## src/rtl/des_decrypt_core_if.sv

```systemverilog
// -----------------------------------------------------------------------------
// des_decrypt_core_if
//   Handshake bundle between a key/ciphertext source, the iterative DES core and
//   the plaintext sink.
//
//   in_valid  source -> core   ct/key valid
//   in_ready  core -> source   core idle, can accept
//   ct        source -> core   ciphertext, bit 1 (FIPS numbering) = bit 63
//   key       source -> core   key incl. parity bits (parity ignored)
//   out_valid core -> sink     pt valid
//   out_ready sink -> core     sink accepts pt
//   pt        core -> sink     plaintext, bit 1 = bit 63
//   busy      core -> monitor  Feistel rounds in progress
//   enc       source -> core   1 = encrypt, 0 = decrypt (only with DES_ENC_SEL_EN)
//
//   Optional feature macro: DES_ENC_SEL_EN adds the enc signal.
// -----------------------------------------------------------------------------
interface des_decrypt_core_if;
  logic        in_valid;
  logic        in_ready;
  logic [63:0] ct;
  logic [63:0] key;
  logic        out_valid;
  logic        out_ready;
  logic [63:0] pt;
  logic        busy;
`ifdef DES_ENC_SEL_EN
  logic        enc;

  modport master (output in_valid, ct, key, out_ready, enc,
                  input  in_ready, out_valid, pt, busy);
  modport slave  (input  in_valid, ct, key, out_ready, enc,
                  output in_ready, out_valid, pt, busy);
`else
  modport master (output in_valid, ct, key, out_ready,
                  input  in_ready, out_valid, pt, busy);
  modport slave  (input  in_valid, ct, key, out_ready,
                  output in_ready, out_valid, pt, busy);
`endif
endinterface

```

## src/rtl/des_decrypt_core.sv

```systemverilog
// -----------------------------------------------------------------------------
// des_decrypt_core
//   Iterative DES decryption engine. IP, then 16 Feistel rounds with subkeys
//   K16..K1 produced on the fly by right-rotating C/D, then half swap and FP.
//   ROUNDS_PER_CLK rounds are unrolled per clock (1, 2, 4, 8 or 16).
//
//   Ports:
//     clk    system clock, rising edge
//     rst_n  asynchronous active-low reset
//     bus    des_decrypt_core_if.slave (in_valid/in_ready/ct/key,
//            out_valid/out_ready/pt, busy[, enc])
//
//   Optional feature macro: DES_ENC_SEL_EN -- adds bus.enc, sampled at accept;
//   enc=1 left-rotates the key schedule so the core encrypts (same latency).
//
//   Contains des_sbox (one DES S-box, selected by BOX) and the core itself.
// -----------------------------------------------------------------------------

// One DES S-box. Input bit a[5] is b1; row = {b1,b6}, column = b2..b5.
module des_sbox #(
  parameter int BOX = 1
) (
  input  logic [5:0] a,
  output logic [3:0] y
);
  // 64 nibbles per box, row-major, entry 0 in the top nibble.
  localparam logic [255:0] TBL =
    (BOX == 1) ? 256'hE4D12FB83A6C5907_0F74E2D1A6CB9538_41E8D62BFC973A50_FC8249175B3EA06D :
    (BOX == 2) ? 256'hF18E6B34972DC05A_3D47F28EC01A69B5_0E7BA4D158C6932F_D8A13F42B67C05E9 :
    (BOX == 3) ? 256'hA09E63F51DC7B428_D709346A285ECBF1_D6498F30B12C5AE7_1AD069874FE3B52C :
    (BOX == 4) ? 256'h7DE3069A1285BC4F_D8B56F03472C1AE9_A690CB7DF13E5284_3F06A1D8945BC72E :
    (BOX == 5) ? 256'h2C417AB6853FD0E9_EB2C47D150FA3986_421BAD78F9C5630E_B8C71E2D6F09A453 :
    (BOX == 6) ? 256'hC1AF92680D34E75B_AF427C9561DE0B38_9EF528C3704A1DB6_432C95FABE17608D :
    (BOX == 7) ? 256'h4B2EF08D3C975A61_D0B7491AE35C2F86_14BDC37EAF680592_6BD814A7950FE23C :
                 256'hD2846FB1A93E50C7_1FD8A374C56B0E92_7B419CE206ADF358_21E74A8DFC90356B;

  logic [5:0] idx;
  assign idx = {a[5], a[0], a[4:1]};
  // Entry idx sits at nibble (63 - idx) counting from the LSB end.
  assign y = TBL[{~idx, 2'b00} +: 4];
endmodule

module des_decrypt_core #(
  parameter int ROUNDS_PER_CLK = 1
) (
  input logic               clk,
  input logic               rst_n,
  des_decrypt_core_if.slave bus
);
  localparam int R = ROUNDS_PER_CLK;

  if (R != 1 && R != 2 && R != 4 && R != 8 && R != 16) begin : g_bad_rounds
    $error("des_decrypt_core: ROUNDS_PER_CLK must be 1, 2, 4, 8 or 16");
  end

  // Permutation tables, FIPS 46 1-based source bit numbers.
  localparam int IP_T [64] = '{58,50,42,34,26,18,10,2, 60,52,44,36,28,20,12,4,
                               62,54,46,38,30,22,14,6, 64,56,48,40,32,24,16,8,
                               57,49,41,33,25,17,9,1,  59,51,43,35,27,19,11,3,
                               61,53,45,37,29,21,13,5, 63,55,47,39,31,23,15,7};
  localparam int FP_T [64] = '{40,8,48,16,56,24,64,32, 39,7,47,15,55,23,63,31,
                               38,6,46,14,54,22,62,30, 37,5,45,13,53,21,61,29,
                               36,4,44,12,52,20,60,28, 35,3,43,11,51,19,59,27,
                               34,2,42,10,50,18,58,26, 33,1,41,9,49,17,57,25};
  localparam int E_T  [48] = '{32,1,2,3,4,5, 4,5,6,7,8,9, 8,9,10,11,12,13,
                               12,13,14,15,16,17, 16,17,18,19,20,21,
                               20,21,22,23,24,25, 24,25,26,27,28,29, 28,29,30,31,32,1};
  localparam int P_T  [32] = '{16,7,20,21,29,12,28,17, 1,15,23,26,5,18,31,10,
                               2,8,24,14,32,27,3,9,    19,13,30,6,22,11,4,25};
  localparam int PC1_T [56] = '{57,49,41,33,25,17,9, 1,58,50,42,34,26,18,
                                10,2,59,51,43,35,27, 19,11,3,60,52,44,36,
                                63,55,47,39,31,23,15, 7,62,54,46,38,30,22,
                                14,6,61,53,45,37,29, 21,13,5,28,20,12,4};
  localparam int PC2_T [48] = '{14,17,11,24,1,5, 3,28,15,6,21,10,
                                23,19,12,4,26,8, 16,7,27,20,13,2,
                                41,52,31,37,47,55, 30,40,51,45,33,48,
                                44,49,39,56,34,53, 46,42,50,36,29,32};

  function automatic logic [63:0] ip_f(input logic [63:0] x);
    logic [63:0] y;
    for (int i = 0; i < 64; i++) y[63-i] = x[64-IP_T[i]];
    return y;
  endfunction

  function automatic logic [63:0] fp_f(input logic [63:0] x);
    logic [63:0] y;
    for (int i = 0; i < 64; i++) y[63-i] = x[64-FP_T[i]];
    return y;
  endfunction

  function automatic logic [47:0] e_f(input logic [31:0] x);
    logic [47:0] y;
    for (int i = 0; i < 48; i++) y[47-i] = x[32-E_T[i]];
    return y;
  endfunction

  function automatic logic [31:0] p_f(input logic [31:0] x);
    logic [31:0] y;
    for (int i = 0; i < 32; i++) y[31-i] = x[32-P_T[i]];
    return y;
  endfunction

  function automatic logic [55:0] pc1_f(input logic [63:0] x);
    logic [55:0] y;
    for (int i = 0; i < 56; i++) y[55-i] = x[64-PC1_T[i]];
    return y;
  endfunction

  function automatic logic [47:0] pc2_f(input logic [55:0] x);
    logic [47:0] y;
    for (int i = 0; i < 48; i++) y[47-i] = x[56-PC2_T[i]];
    return y;
  endfunction

  // Key-half rotation for round i. Decrypt walks the encrypt schedule
  // backwards: round 1 reuses PC1 as-is (total encrypt shift is 28).
  function automatic logic [27:0] rot28(input logic [27:0] x, input logic [4:0] i,
                                        input logic enc);
    logic       one;
    logic [1:0] amt;
    one = (i == 5'd2) || (i == 5'd9) || (i == 5'd16);
    if (enc)              amt = (one || i == 5'd1) ? 2'd1 : 2'd2;
    else if (i == 5'd1)   amt = 2'd0;
    else                  amt = one ? 2'd1 : 2'd2;
    case ({enc, amt})
      3'b001:  rot28 = {x[0], x[27:1]};
      3'b010:  rot28 = {x[1:0], x[27:2]};
      3'b101:  rot28 = {x[26:0], x[27]};
      3'b110:  rot28 = {x[25:0], x[27:26]};
      default: rot28 = x;
    endcase
  endfunction

  typedef enum logic [1:0] {IDLE, ROUND, DONE} state_t;

  state_t      state;
  logic [4:0]  rnd;
  logic [31:0] l_q, r_q;
  logic [27:0] c_q, d_q;
  logic [63:0] pt_q;
  logic        in_ready_q, out_valid_q, busy_q;
  logic        enc_q;

  logic [63:0] ip_ct;
  logic [55:0] pc1_key;
  assign ip_ct   = ip_f(bus.ct);
  assign pc1_key = pc1_f(bus.key);

  // Combinational chain of R rounds starting at round rnd.
  logic [31:0] l_c [R+1];
  logic [31:0] r_c [R+1];
  logic [27:0] c_c [R+1];
  logic [27:0] d_c [R+1];

  assign l_c[0] = l_q;
  assign r_c[0] = r_q;
  assign c_c[0] = c_q;
  assign d_c[0] = d_q;

  for (genvar j = 0; j < R; j++) begin : g_rnd
    logic [4:0]  idx;
    logic [27:0] c_rot, d_rot;
    logic [47:0] xk;
    logic [31:0] s_out;

    assign idx   = rnd + 5'(j);
    assign c_rot = rot28(c_c[j], idx, enc_q);
    assign d_rot = rot28(d_c[j], idx, enc_q);
    assign xk    = e_f(r_c[j]) ^ pc2_f({c_rot, d_rot});

    for (genvar b = 0; b < 8; b++) begin : g_sbox
      des_sbox #(.BOX(b + 1)) u_sbox (
        .a (xk[47-6*b -: 6]),
        .y (s_out[31-4*b -: 4])
      );
    end

    assign l_c[j+1] = r_c[j];
    assign r_c[j+1] = l_c[j] ^ p_f(s_out);
    assign c_c[j+1] = c_rot;
    assign d_c[j+1] = d_rot;
  end

  logic last_step;
  assign last_step = ({1'b0, rnd} + 6'(R - 1)) == 6'd16;

  always_ff @(posedge clk or negedge rst_n) begin
    if (!rst_n) begin
      state       <= IDLE;
      rnd         <= '0;
      l_q         <= '0;
      r_q         <= '0;
      c_q         <= '0;
      d_q         <= '0;
      pt_q        <= '0;
      in_ready_q  <= 1'b1;
      out_valid_q <= 1'b0;
      busy_q      <= 1'b0;
      enc_q       <= 1'b0;
    end else begin
      case (state)
        IDLE: begin
          if (bus.in_valid && in_ready_q) begin
            l_q        <= ip_ct[63:32];
            r_q        <= ip_ct[31:0];
            c_q        <= pc1_key[55:28];
            d_q        <= pc1_key[27:0];
            rnd        <= 5'd1;
            in_ready_q <= 1'b0;
            busy_q     <= 1'b1;
`ifdef DES_ENC_SEL_EN
            enc_q      <= bus.enc;
`endif
            state      <= ROUND;
          end
        end
        ROUND: begin
          l_q <= l_c[R];
          r_q <= r_c[R];
          c_q <= c_c[R];
          d_q <= d_c[R];
          if (last_step) begin
            // Halves swapped into FP; counter parked at 0 so it never passes 16.
            pt_q        <= fp_f({r_c[R], l_c[R]});
            rnd         <= '0;
            busy_q      <= 1'b0;
            out_valid_q <= 1'b1;
            state       <= DONE;
          end else begin
            rnd <= rnd + 5'(R);
          end
        end
        DONE: begin
          if (bus.out_ready) begin
            out_valid_q <= 1'b0;
            in_ready_q  <= 1'b1;
            state       <= IDLE;
          end
        end
        default: state <= IDLE;
      endcase
    end
  end

  assign bus.in_ready  = in_ready_q;
  assign bus.out_valid = out_valid_q;
  assign bus.pt        = pt_q;
  assign bus.busy      = busy_q;
endmodule

```

## src/flat_wrapper.sv

```systemverilog
// flat-port wrapper written by rule: the top's interface ports become plain ports
module des_decrypt_core_flat 
#(
  parameter int ROUNDS_PER_CLK = 1
)
  (clk, rst_n, bus_in_valid, bus_ct, bus_key, bus_out_ready, bus_in_ready, bus_out_valid, bus_pt, bus_busy);
  des_decrypt_core_if bus_i ();
  input logic clk;
  input logic rst_n;
  input wire logic [$bits(bus_i.in_valid)-1:0] bus_in_valid;
  input wire logic [$bits(bus_i.ct)-1:0] bus_ct;
  input wire logic [$bits(bus_i.key)-1:0] bus_key;
  input wire logic [$bits(bus_i.out_ready)-1:0] bus_out_ready;
  output wire logic [$bits(bus_i.in_ready)-1:0] bus_in_ready;
  output wire logic [$bits(bus_i.out_valid)-1:0] bus_out_valid;
  output wire logic [$bits(bus_i.pt)-1:0] bus_pt;
  output wire logic [$bits(bus_i.busy)-1:0] bus_busy;
  assign bus_i.in_valid = bus_in_valid;
  assign bus_i.ct = bus_ct;
  assign bus_i.key = bus_key;
  assign bus_i.out_ready = bus_out_ready;
  assign bus_in_ready = bus_i.in_ready;
  assign bus_out_valid = bus_i.out_valid;
  assign bus_pt = bus_i.pt;
  assign bus_busy = bus_i.busy;
  des_decrypt_core #(.ROUNDS_PER_CLK(ROUNDS_PER_CLK)) u_core (.clk(clk), .rst_n(rst_n), .bus(bus_i));
endmodule
```

## config.mk

```make
export PLATFORM = sky130hd
export DESIGN_NAME = des_decrypt_core_flat
export DESIGN_NICKNAME = d
export VERILOG_FILES = /design/src/rtl/des_decrypt_core_if.sv /design/src/rtl/des_decrypt_core.sv /design/src/flat_wrapper.sv
export SDC_FILE = /design/constraint.sdc
export NUM_CORES = 1
export LEC_CHECK = 0
export CAP_MARGIN = 20
export CELL_PAD_IN_SITES_DETAIL_PLACEMENT = 1
export CELL_PAD_IN_SITES_GLOBAL_PLACEMENT = 2
export CORE_ASPECT_RATIO = 1.4
export CORE_MARGIN = 1
export CORE_UTILIZATION = 34
export CTS_CLUSTER_SIZE = 14
export DETAILED_ROUTE_END_ITERATION = 8
export PLACE_DENSITY = 0.87
export SLEW_MARGIN = 20
export SYNTH_ARGS = -nofsm -noshare
export SYNTH_HDL_FRONTEND = slang
export SYNTH_SLANG_ARGS = --single-unit
```

## constraint.sdc

```tcl
create_clock -name clk -period 5.2 [get_ports clk]
set_input_delay 1.04 -clock clk [delete_from_list [all_inputs] [get_ports clk]]
set_output_delay 1.04 -clock clk [all_outputs]
set_load 0.02 [all_outputs]
```

* Yosys cells after proc, flatten, opt, wreduce, memory -nomap -nowiden
Index checks and enable logic that the tools add are counted. W data, S select, Z words.
Word-level totals: bits in registers 194, input bits 132, output and inout bits 67, word-level logic and storage cells 90
Operators by class: $add $sub $neg 1, eq/ne operators 14, shift-type cells 8, mux-type cells 30, bitwise operators 10, reduce and logical (&&, ||, !) cells 15
Operators with widths (number):
- $shiftx A256 B9 Y4 const A | 8
- $pmux W28 S4 | 2
- $pmux W32 S2 | 2
- $pmux W28 S2 | 2
- $mux W32 | 2
- $mux W28 | 2
- $not A6 Y6 | 8
- $xor A48 B48 Y48 | 1
- $xor A32 B32 Y32 | 1
- $reduce_and A3 Y1 | 5
- $mux W2 | 7
- $mux W5 | 2
- $pmux W5 S2 | 1
- $eq A3 B3 Y1 const B | 2
- $mux W1 | 6
- $pmux W1 S2 | 3
- $pmux W2 S3 | 1
- $reduce_bool A2 Y1 | 3
- $add A5 B1 Y5 const B | 1
- $eq A5 B1 Y1 const B | 1
- $eq A5 B2 Y1 const B | 1
- $eq A5 B4 Y1 const B | 1
- $eq A5 B5 Y1 const B | 1
- $ne A5 B1 Y1 const B | 1
- other kinds (10) | 14

* Depth between registers and ports, before layout
Gate-level depths: netlist of the first run.
word-level depth 13, gate-level depth with buffers 20, depth with buffers taken out 17

* Hierarchy
Synthesis of the first run repeated with hierarchy kept, for this count alone.
Unflattened totals: cells, all modules 1821, area total of the unflattened synthesis 15509.9 µm²
Modules (own cells, without submodules):
- des_decrypt_core | instances 1, cells each 1104, area each 10201.0 µm², sequential area each 4855.9 µm²
- des_sbox (u_core.g_rnd[0].g_sbox[5].u_sbox) | instances 1, cells each 97, area each 715.7 µm², sequential area each 0.0 µm²
- des_sbox (u_core.g_rnd[0].g_sbox[7].u_sbox) | instances 1, cells each 95, area each 706.9 µm², sequential area each 0.0 µm²
- des_sbox (u_core.g_rnd[0].g_sbox[0].u_sbox) | instances 1, cells each 92, area each 688.2 µm², sequential area each 0.0 µm²
- des_sbox (u_core.g_rnd[0].g_sbox[2].u_sbox) | instances 1, cells each 97, area each 678.2 µm², sequential area each 0.0 µm²
- des_sbox (u_core.g_rnd[0].g_sbox[4].u_sbox) | instances 1, cells each 95, area each 674.4 µm², sequential area each 0.0 µm²
- des_sbox (u_core.g_rnd[0].g_sbox[1].u_sbox) | instances 1, cells each 83, area each 656.9 µm², sequential area each 0.0 µm²
- des_sbox (u_core.g_rnd[0].g_sbox[6].u_sbox) | instances 1, cells each 88, area each 650.6 µm², sequential area each 0.0 µm²
- des_sbox (u_core.g_rnd[0].g_sbox[3].u_sbox) | instances 1, cells each 70, area each 538.0 µm², sequential area each 0.0 µm²

* Worst setup path after synthesis of the first run
No wires, ideal clock.
kind reg-to-reg, from register u_core.rnd[1], to register u_core.pt_q[14] (netlist: u_core.bus.pt[14]), library setup time 0.125 ns, arrival time 3.755 ns, required time 5.075 ns, slack 1.320 ns, cell stages (with the launch flop) 19, path buffers 4, path through dfrtp_1 inv_1 ha_1 or4b_1 buf_4 buf_6 buf_6 buf_6 a31oi_2 xnor2_2 inv_2 ha_1 or2_2 mux2i_1 mux2i_1 o221a_2 a311oi_2 xnor2_1 mux2_2
Between the ends: longest elaborated chain between the ends 12
RTL lines:
- from (decl) | RTL line des_decrypt_core.sv:137 | logic [4:0] rnd;
- from (signal assigned) | RTL line des_decrypt_core.sv:230 | rnd <= rnd + 5'(R);
- $eq A5 B2 Y1 or $eq A5 B4 Y1 (tied branches) | RTL line des_decrypt_core.sv:121 | one = (i == 5'd2) || (i == 5'd9) || (i == 5'd16);
- $logic_or A1 B1 Y1 (2 in series) | RTL line des_decrypt_core.sv:121
- $mux W2 or $logic_or A1 B1 Y1 (tied branches) | RTL line des_decrypt_core.sv:124, des_decrypt_core.sv:122
- $mux W2, on equally long branches | RTL line des_decrypt_core.sv:123, des_decrypt_core.sv:122
- $mux W2 | RTL line des_decrypt_core.sv:122 | if (enc) amt = (one || i == 5'd1) ? 2'd1 : 2'd2;
- $eq A3 B3 Y1 (tied with other cells) | RTL line des_decrypt_core.sv:125 | case ({enc, amt})
- $pmux W28 S4 | RTL line des_decrypt_core.sv:125
- $xor A48 B48 Y48 | RTL line des_decrypt_core.sv:169 | assign xk = e_f(r_c[j]) ^ pc2_f({c_rot, d_rot});
- $not A6 Y6 | RTL line des_decrypt_core.sv:40 | assign y = TBL[{~idx, 2'b00} +: 4];
- $shiftx A256 B9 Y4 | RTL line des_decrypt_core.sv:40
- $xor A32 B32 Y32 | RTL line des_decrypt_core.sv:179 | assign r_c[j+1] = l_c[j] ^ p_f(s_out);
- to (signal assigned) | RTL line des_decrypt_core.sv:224 | pt_q <= fp_f({r_c[R], l_c[R]});
- to (decl) | RTL line des_decrypt_core.sv:140 | logic [63:0] pt_q;
Several ways; a longest one is shown, not always the timed one. A chain may end at the register's enable or synchronous reset.

* Worst setup path in the final report of the first run
from register u_core.rnd[1], to register u_core.r_q[4]
Between the ends: longest elaborated chain between the ends 13
RTL lines:
- $eq A5 B2 Y1 or $eq A5 B4 Y1 (tied branches) | RTL line des_decrypt_core.sv:121
- $logic_or A1 B1 Y1 (2 in series) | RTL line des_decrypt_core.sv:121
- $mux W2 or $logic_or A1 B1 Y1 (tied branches) | RTL line des_decrypt_core.sv:124, des_decrypt_core.sv:122
- $mux W2, on equally long branches | RTL line des_decrypt_core.sv:123, des_decrypt_core.sv:122
- $mux W2 * | RTL line des_decrypt_core.sv:122
- $eq A3 B3 Y1 (tied with other cells) | RTL line des_decrypt_core.sv:125
- $pmux W28 S4 * | RTL line des_decrypt_core.sv:125
- $xor A48 B48 Y48 * | RTL line des_decrypt_core.sv:169
- $not A6 Y6 * | RTL line des_decrypt_core.sv:40
- $shiftx A256 B9 Y4 * | RTL line des_decrypt_core.sv:40
- $xor A32 B32 Y32 * | RTL line des_decrypt_core.sv:179
- $pmux W32 S2 * | RTL line des_decrypt_core.sv:201 | case (state)
- to (signal assigned) | RTL line des_decrypt_core.sv:205 | r_q <= ip_ct[31:0];
- to (signal assigned) | RTL line des_decrypt_core.sv:219 | r_q <= r_c[R];
- to (decl) | RTL line des_decrypt_core.sv:138 | logic [31:0] l_q, r_q;
Every way passes the cells marked *; elsewhere a longest branch is shown, timed or not.

==> results.ini, run 1 <==
[global_routing]
grt_use_total = 0.2622
grt_pass1_vias = 17970
antenna_found_initial = 1
grt.overflow.total = 0
grt_max_degree = 101
grt_pass1_wl_um = 107800

[run]
drv_cap = 0

[place]
detailedPlace.worstSlack_ns = 0.6544
dp_hpwl_um = 49560
placed_cells = 2861
port_buffers = 190
place_congestion = 0.8910

[timing]
slew_headroom = 0.2882
finalSetupTns_ns = 0
tightestPinTransition_ns = 1.060
fmax_ghz = 0.2154
drv_slew = 0
rsz0062_at_grt = false
setup_violations = 0
fin_worst_skew_ns = 0.02426
post-route-period-util = 0.8929
setup_ws_ns = 0.5567
hold_viol_final = 0
post-route-min-period_ns = 4.643

[cts]
clk_latency_ns = 0.49
htree_levels = 4
clkTransAtPathRegs_ns = 0.08
cts_tree = done
clockBufferDepth = 2
cts_made_buffers = 17
cts_post_setup_buffers_inserted = 0
clock-sinks = 194
cts.root.buffer_cell = clkbuf_16
holdBufCountCts = 0
cts.repair.resized = 0

[route]
num_vias = 17850
first_pass_iters = 9
wl_per_cell_um = 23.89
first_iter_violations = 1253
postRouteAntennaNets = 0
drcViolationCount = 38
routed_via_density = 6.171
wl_um = 69120

[die]
core_area_sq_um = 50370
die_x_um = 193.5
die_h_um = 270.0
die_area_sq_um = 52240
rows = 97
initial_core_util = 0.3464
io_pins = 199

[yosys]
synthArstFlopShare = 1.000
synthCells = 2222
syn_nets = 2412
yosysTopAreaCell = dfrtp_1
yosysWarnings = 1
synth_flop_cell = dfrtp_1
synth_top_area_share = 0.2768
ys_seq_area_frac = 0.2783
synth_edf_count = 0
ys_top_cells_by_area = dfrtp_1 (28%), nand2_1 (5.5%), o21ai_0 (4.8%), ha_1 (4.2%), nor2_1 (4.1%)
synth.distinct_cells = 97
synth_area_sq_um = 17450
avgSynthCellArea_sq_um = 7.852
synth.ff_latch_count = 194

[worst_setup_path]
critPathCaptureType = register
required_ns = 5.53
worstPathMaxFanout = 37
startpoint_type = register
path_class = reg2reg
crit_arrival_ns = 4.97

[layout]
layout_commonest_cell = nand2_1
final_nets = 2427
final_layout_size_suffix_gt1_frac = 0.1040
final_cell_mix = nand2_1 (255), dfrtp_1 (192), clkdlybuf4s50_1 (189)
n_fill_cell = 5947
area_growth_pct = 15.03
layout.cells.non_filler = 2893

[outcome]
violations = design-rule violations
status = finished with violations

[worst_hold_path]
hold_path_class = reg2reg

-- cell type report --
class,instances,area (sq um),share of cell area
inverters,43,161.4,0.008042
repair buffers,243,2366,0.1179
diodes,1,2.502,0.0001247
flip-flops and latches,194,4860,0.2421
multi-input cells,1738,11290,0.5626
clock inverters,11,117.6,0.005860
clock buffers,20,466.7,0.02325
well taps,643,804.5,0.04008
-- stage by stage --
stage	instance area, sq um	hold WS, ns	util
finish	20070	0.4846	0.3985
floorplan	17450	0.5263	-
global route	20070	0.5179	0.3984
detailed placement	19480	0.4726	0.3868
CTS	20070	0.4906	0.3984
global placement	19480	0.4645	0.3868
-- cell usage after synthesis (11+ instances only) --
cell / n
and3_1: 24
nor3_1: 111
clkbuf_1: 130
or3_1: 73
dfrtp_1: 193
o31ai_1: 20
a31o_2: 11
a2111oi_0: 12
a221oi_1: 18
o21ai_1: 37
buf_1: 18
inv_2: 11
nand3_1: 21
o21ai_0: 167
a31oi_1: 64
buf_4: 17
nor2_1: 191
ha_1: 58
mux2i_1: 61
nor4_1: 24
mux2_2: 48
o21a_1: 16
o311ai_0: 20
a22oi_1: 12
o22ai_1: 50
xnor2_1: 48
nand2_1: 256
nor2b_1: 17
buf_6: 17
xor2_1: 18
inv_1: 32
o2111ai_1: 19
a211oi_1: 34
a21oi_1: 118
o211ai_1: 21
buf_2: 61
-- routing by layer --
layer	track usage	vias up	wire, um
met1	0.3455	9021	30470
met5	0	-	0
met3	0.03709	98	3833
met4	0.1097	0	2501
met2	0.4283	571	32320
li1	-	8163	-
-- registers in the layout (all words and copies together) (netlist names) --
name / flops
u_core.l_q: 32
u_core.state: 2
u_core.bus.pt: 64
u_core.bus.busy: 1
u_core.d_q: 28
u_core.c_q: 28
u_core.bus.out_valid: 1
u_core.bus.in_ready: 1
u_core.rnd: 5
u_core.r_q: 32
-- logic make-up after synthesis --
logic type / after synthesis / share of synthesized area
DFF: 194 / 0.2783
adders and majority gates: 58 / 0.04159
xor gates and xnor gates: 73 / 0.04030
AOI/OAI and AO/OA: 703 / 0.2670
muxes: 119 / 0.07609
and+or+nand+nor: 785 / 0.2187
buffers and inverters: 290 / 0.07802
-- path summary, 6_finish.rpt --
check / from / endpoint / slack, ns / depth (start not counted)
max: u_core.rnd[1] / u_core.r_q[4] / 0.56 / 16
min: u_core.bus.busy / u_core.bus.busy / 0.48 / 2
max reg2reg: u_core.rnd[1] / u_core.r_q[4] / 0.56 / 16
min reg2reg: u_core.bus.busy / u_core.bus.busy / 0.48 / 2
max in group asynchronous: rst_n / u_core.state[0] / 3.57 / 2
min in group asynchronous: rst_n / u_core.l_q[0] / 0.52 / 1
-- worst max-delay path, cell delays in order, from the launching register on --
cell and delay [ns]:
dfrtp_1 0.43, inv_1 0.11, ha_1 0.25, or4b_4 0.55, o21ai_2 0.25, o31ai_1 0.66, xnor2_2 0.26, inv_2 0.20
ha_1 0.26, or2_2 0.33, nor2_1 0.10, a21oi_1 0.09, o22ai_1 0.21, a211oi_1 0.09, a21oi_1 0.39, xor2_1 0.21
a21oi_1 0.09
Power of run 1 is not shown: default switching activity piles up to over one toggle a cycle in this logic, so the estimate is an artifact.
==> inputs of run 2 (changes only) <==
- CTS_BUF_LIST: not set -> sky130_fd_sc_hd__clkbuf_16
==> results.ini, run 2 (synthesis results as in run 1) <==
[worst_setup_path]
cpLargestDelayFamily = compound AO/OA/AOI/OAI gates
critPathCaptureType = register
cpMostUsedCell = a21oi_1
startpoint_type = register
crit_arrival_ns = 4.98  ; about the same
path_class = reg2reg
required_ns = 5.53  ; about the same
r2r_setup_slack_ns = 0.55  ; about the same
timing.critical_path.buf_inv = 2  ; unchanged
cpPeakStageDelay_ns = 0.67  ; about the same
cp_slowest_cell = o31ai_1
path_cells = inv_1, ha_1, or4b_4, o21ai_2, o31ai_1, xnor2_2, inv_2, ha_1, or2_2, nor2_1, a21oi_1, o22ai_1, a211oi_1, a21oi_1, xor2_1, a21oi_1
worstPathMaxFanout = 37  ; unchanged

[place]
port_buffers = 190  ; unchanged
dp_hpwl_um = 49560  ; unchanged
place_congestion = 0.8910  ; unchanged
detailedPlace.worstSlack_ns = 0.6544  ; unchanged

[timing]
setup_ws_ns = 0.5535  ; -0.003199 ns
fmax_ghz = 0.2152  ; about the same
hold_ws_ns = 0.4849  ; +0.0002980 ns
slew_headroom = 0.2733  ; -0.01489
hold_viol_final = 0  ; unchanged
rsz0062_at_grt = false
post-route-period-util = 0.8936  ; about the same
post-route-min-period_ns = 4.647  ; +0.003199 ns
drv_slew = 0  ; unchanged
setup_violations = 0  ; unchanged
tightestPinTransition_ns = 1.082  ; +0.02216 ns
finalSetupTns_ns = 0  ; unchanged
fin_worst_skew_ns = 0.02123  ; -0.003034 ns

[layout]
final_layout_size_suffix_gt1_frac = 0.1027  ; -0.001334
layout_commonest_cell = nand2_1
largest_reg_flops = 64  ; unchanged
final_nets = 2427  ; unchanged
final_cell_mix = nand2_1 (255), dfrtp_1 (192), clkdlybuf4s50_1 (189)
area_growth_pct = 14.86

[cts]
clkTransAtPathRegs_ns = 0.08  ; about the same
cts_post_setup_buffers_inserted = 0  ; unchanged
clockBufferDepth = 2  ; unchanged
cts.root.buffer_cell = clkbuf_16
clk_latency_ns = 0.49  ; about the same
cts.repair.resized = 0  ; unchanged
holdBufCountCts = 0  ; unchanged
cts_tree = done
htree_levels = 4  ; unchanged
cts_made_buffers = 17  ; unchanged
clock-sinks = 194  ; unchanged

[route]
first_iter_violations = 1258  ; +0.40%
m1WireLength_um = 30670  ; +0.66%
postRouteAntennaNets = 0  ; unchanged
wl_um = 69220  ; +0.15%
highest_layer = met4
num_vias = 17870  ; +0.095%
drcViolationCount = 38  ; unchanged
routed_via_density = 6.177  ; about the same
wl_per_cell_um = 23.93  ; +0.15%
wl_met3_um = 3775  ; -1.5%
first_pass_iters = 8  ; -1
met2_length_um = 32260  ; -0.18%

[die]
die_x_um = 193.5  ; unchanged
initial_core_util = 0.3464  ; unchanged
die_h_um = 270.0  ; unchanged
io_pins = 199  ; unchanged
die_area_sq_um = 52240  ; unchanged
rows = 97  ; unchanged
core_area_sq_um = 50370  ; unchanged

[outcome]
status = finished with violations
violations = design-rule violations

[global_routing]
grt_use_total = 0.2621  ; about the same
grt.overflow.total = 0  ; unchanged
grt_pass1_wl_um = 107800  ; about the same
grt_pass1_vias = 17970  ; -0.017%
antenna_found_initial = 1  ; unchanged
grt_max_degree = 101  ; unchanged

[worst_hold_path]
hold_path_class = reg2reg

[run]
drv_cap = 0  ; unchanged

==> run 2: final timing paths <==
| check | from | end | cells past startpoint |
|---|---|---|---|
| min reg2reg | u_core.bus.busy | u_core.bus.busy | 2 |
| min | u_core.bus.busy | u_core.bus.busy | 2 |
| max in group asynchronous | rst_n | u_core.state[0] | 2 |
| max | u_core.rnd[1] | u_core.r_q[4] | 16 |
| max reg2reg | u_core.rnd[1] | u_core.r_q[4] | 16 |
| min in group asynchronous | rst_n | u_core.l_q[0] | 1 |
==> run 2: through the flow <==
stage / cells / utilization / cell area [sq um]
CTS: 2892 / 0.3978 / 20040
floorplan: 2222 / - / 17450
detailed placement: 2861 / 0.3868 / 19480
global route: 2892 / 0.3978 / 20040
finish: 2893 / 0.3979 / 20040
global placement: 2861 / 0.3868 / 19480
==> run 2: final cells by class <==
class	instances	area (sq um)
Clock inverter	14	128.9
Fill cell	5954	30330
Antenna cell	1	2.502
Tap cell	643	804.5
Clock buffer	17	425.4
Multi-Input combinational cell	1738	11290
Sequential cell	194	4860
Inverter	43	161.4
Timing Repair Buffer	243	2366
==> run 2: worst register-to-register path: stages, from the launching register on <==
cell and delay [ns]:
dfrtp_1 0.42, inv_1 0.10, ha_1 0.25, or4b_4 0.55
o21ai_2 0.25, o31ai_1 0.67, xnor2_2 0.27, inv_2 0.20
ha_1 0.26, or2_2 0.34, nor2_1 0.10, a21oi_1 0.09
o22ai_1 0.21, a211oi_1 0.09, a21oi_1 0.39, xor2_1 0.21
a21oi_1 0.09
==> run 2: routing by layer <==
layer / vias up / track usage
li1: 8166 / -
met1: 9034 / 0.3432
met2: 566 / 0.4295
met3: 104 / 0.03846
met4: 0 / 0.1099
met5: - / 0
Power of run 2 is left out for the same reason.
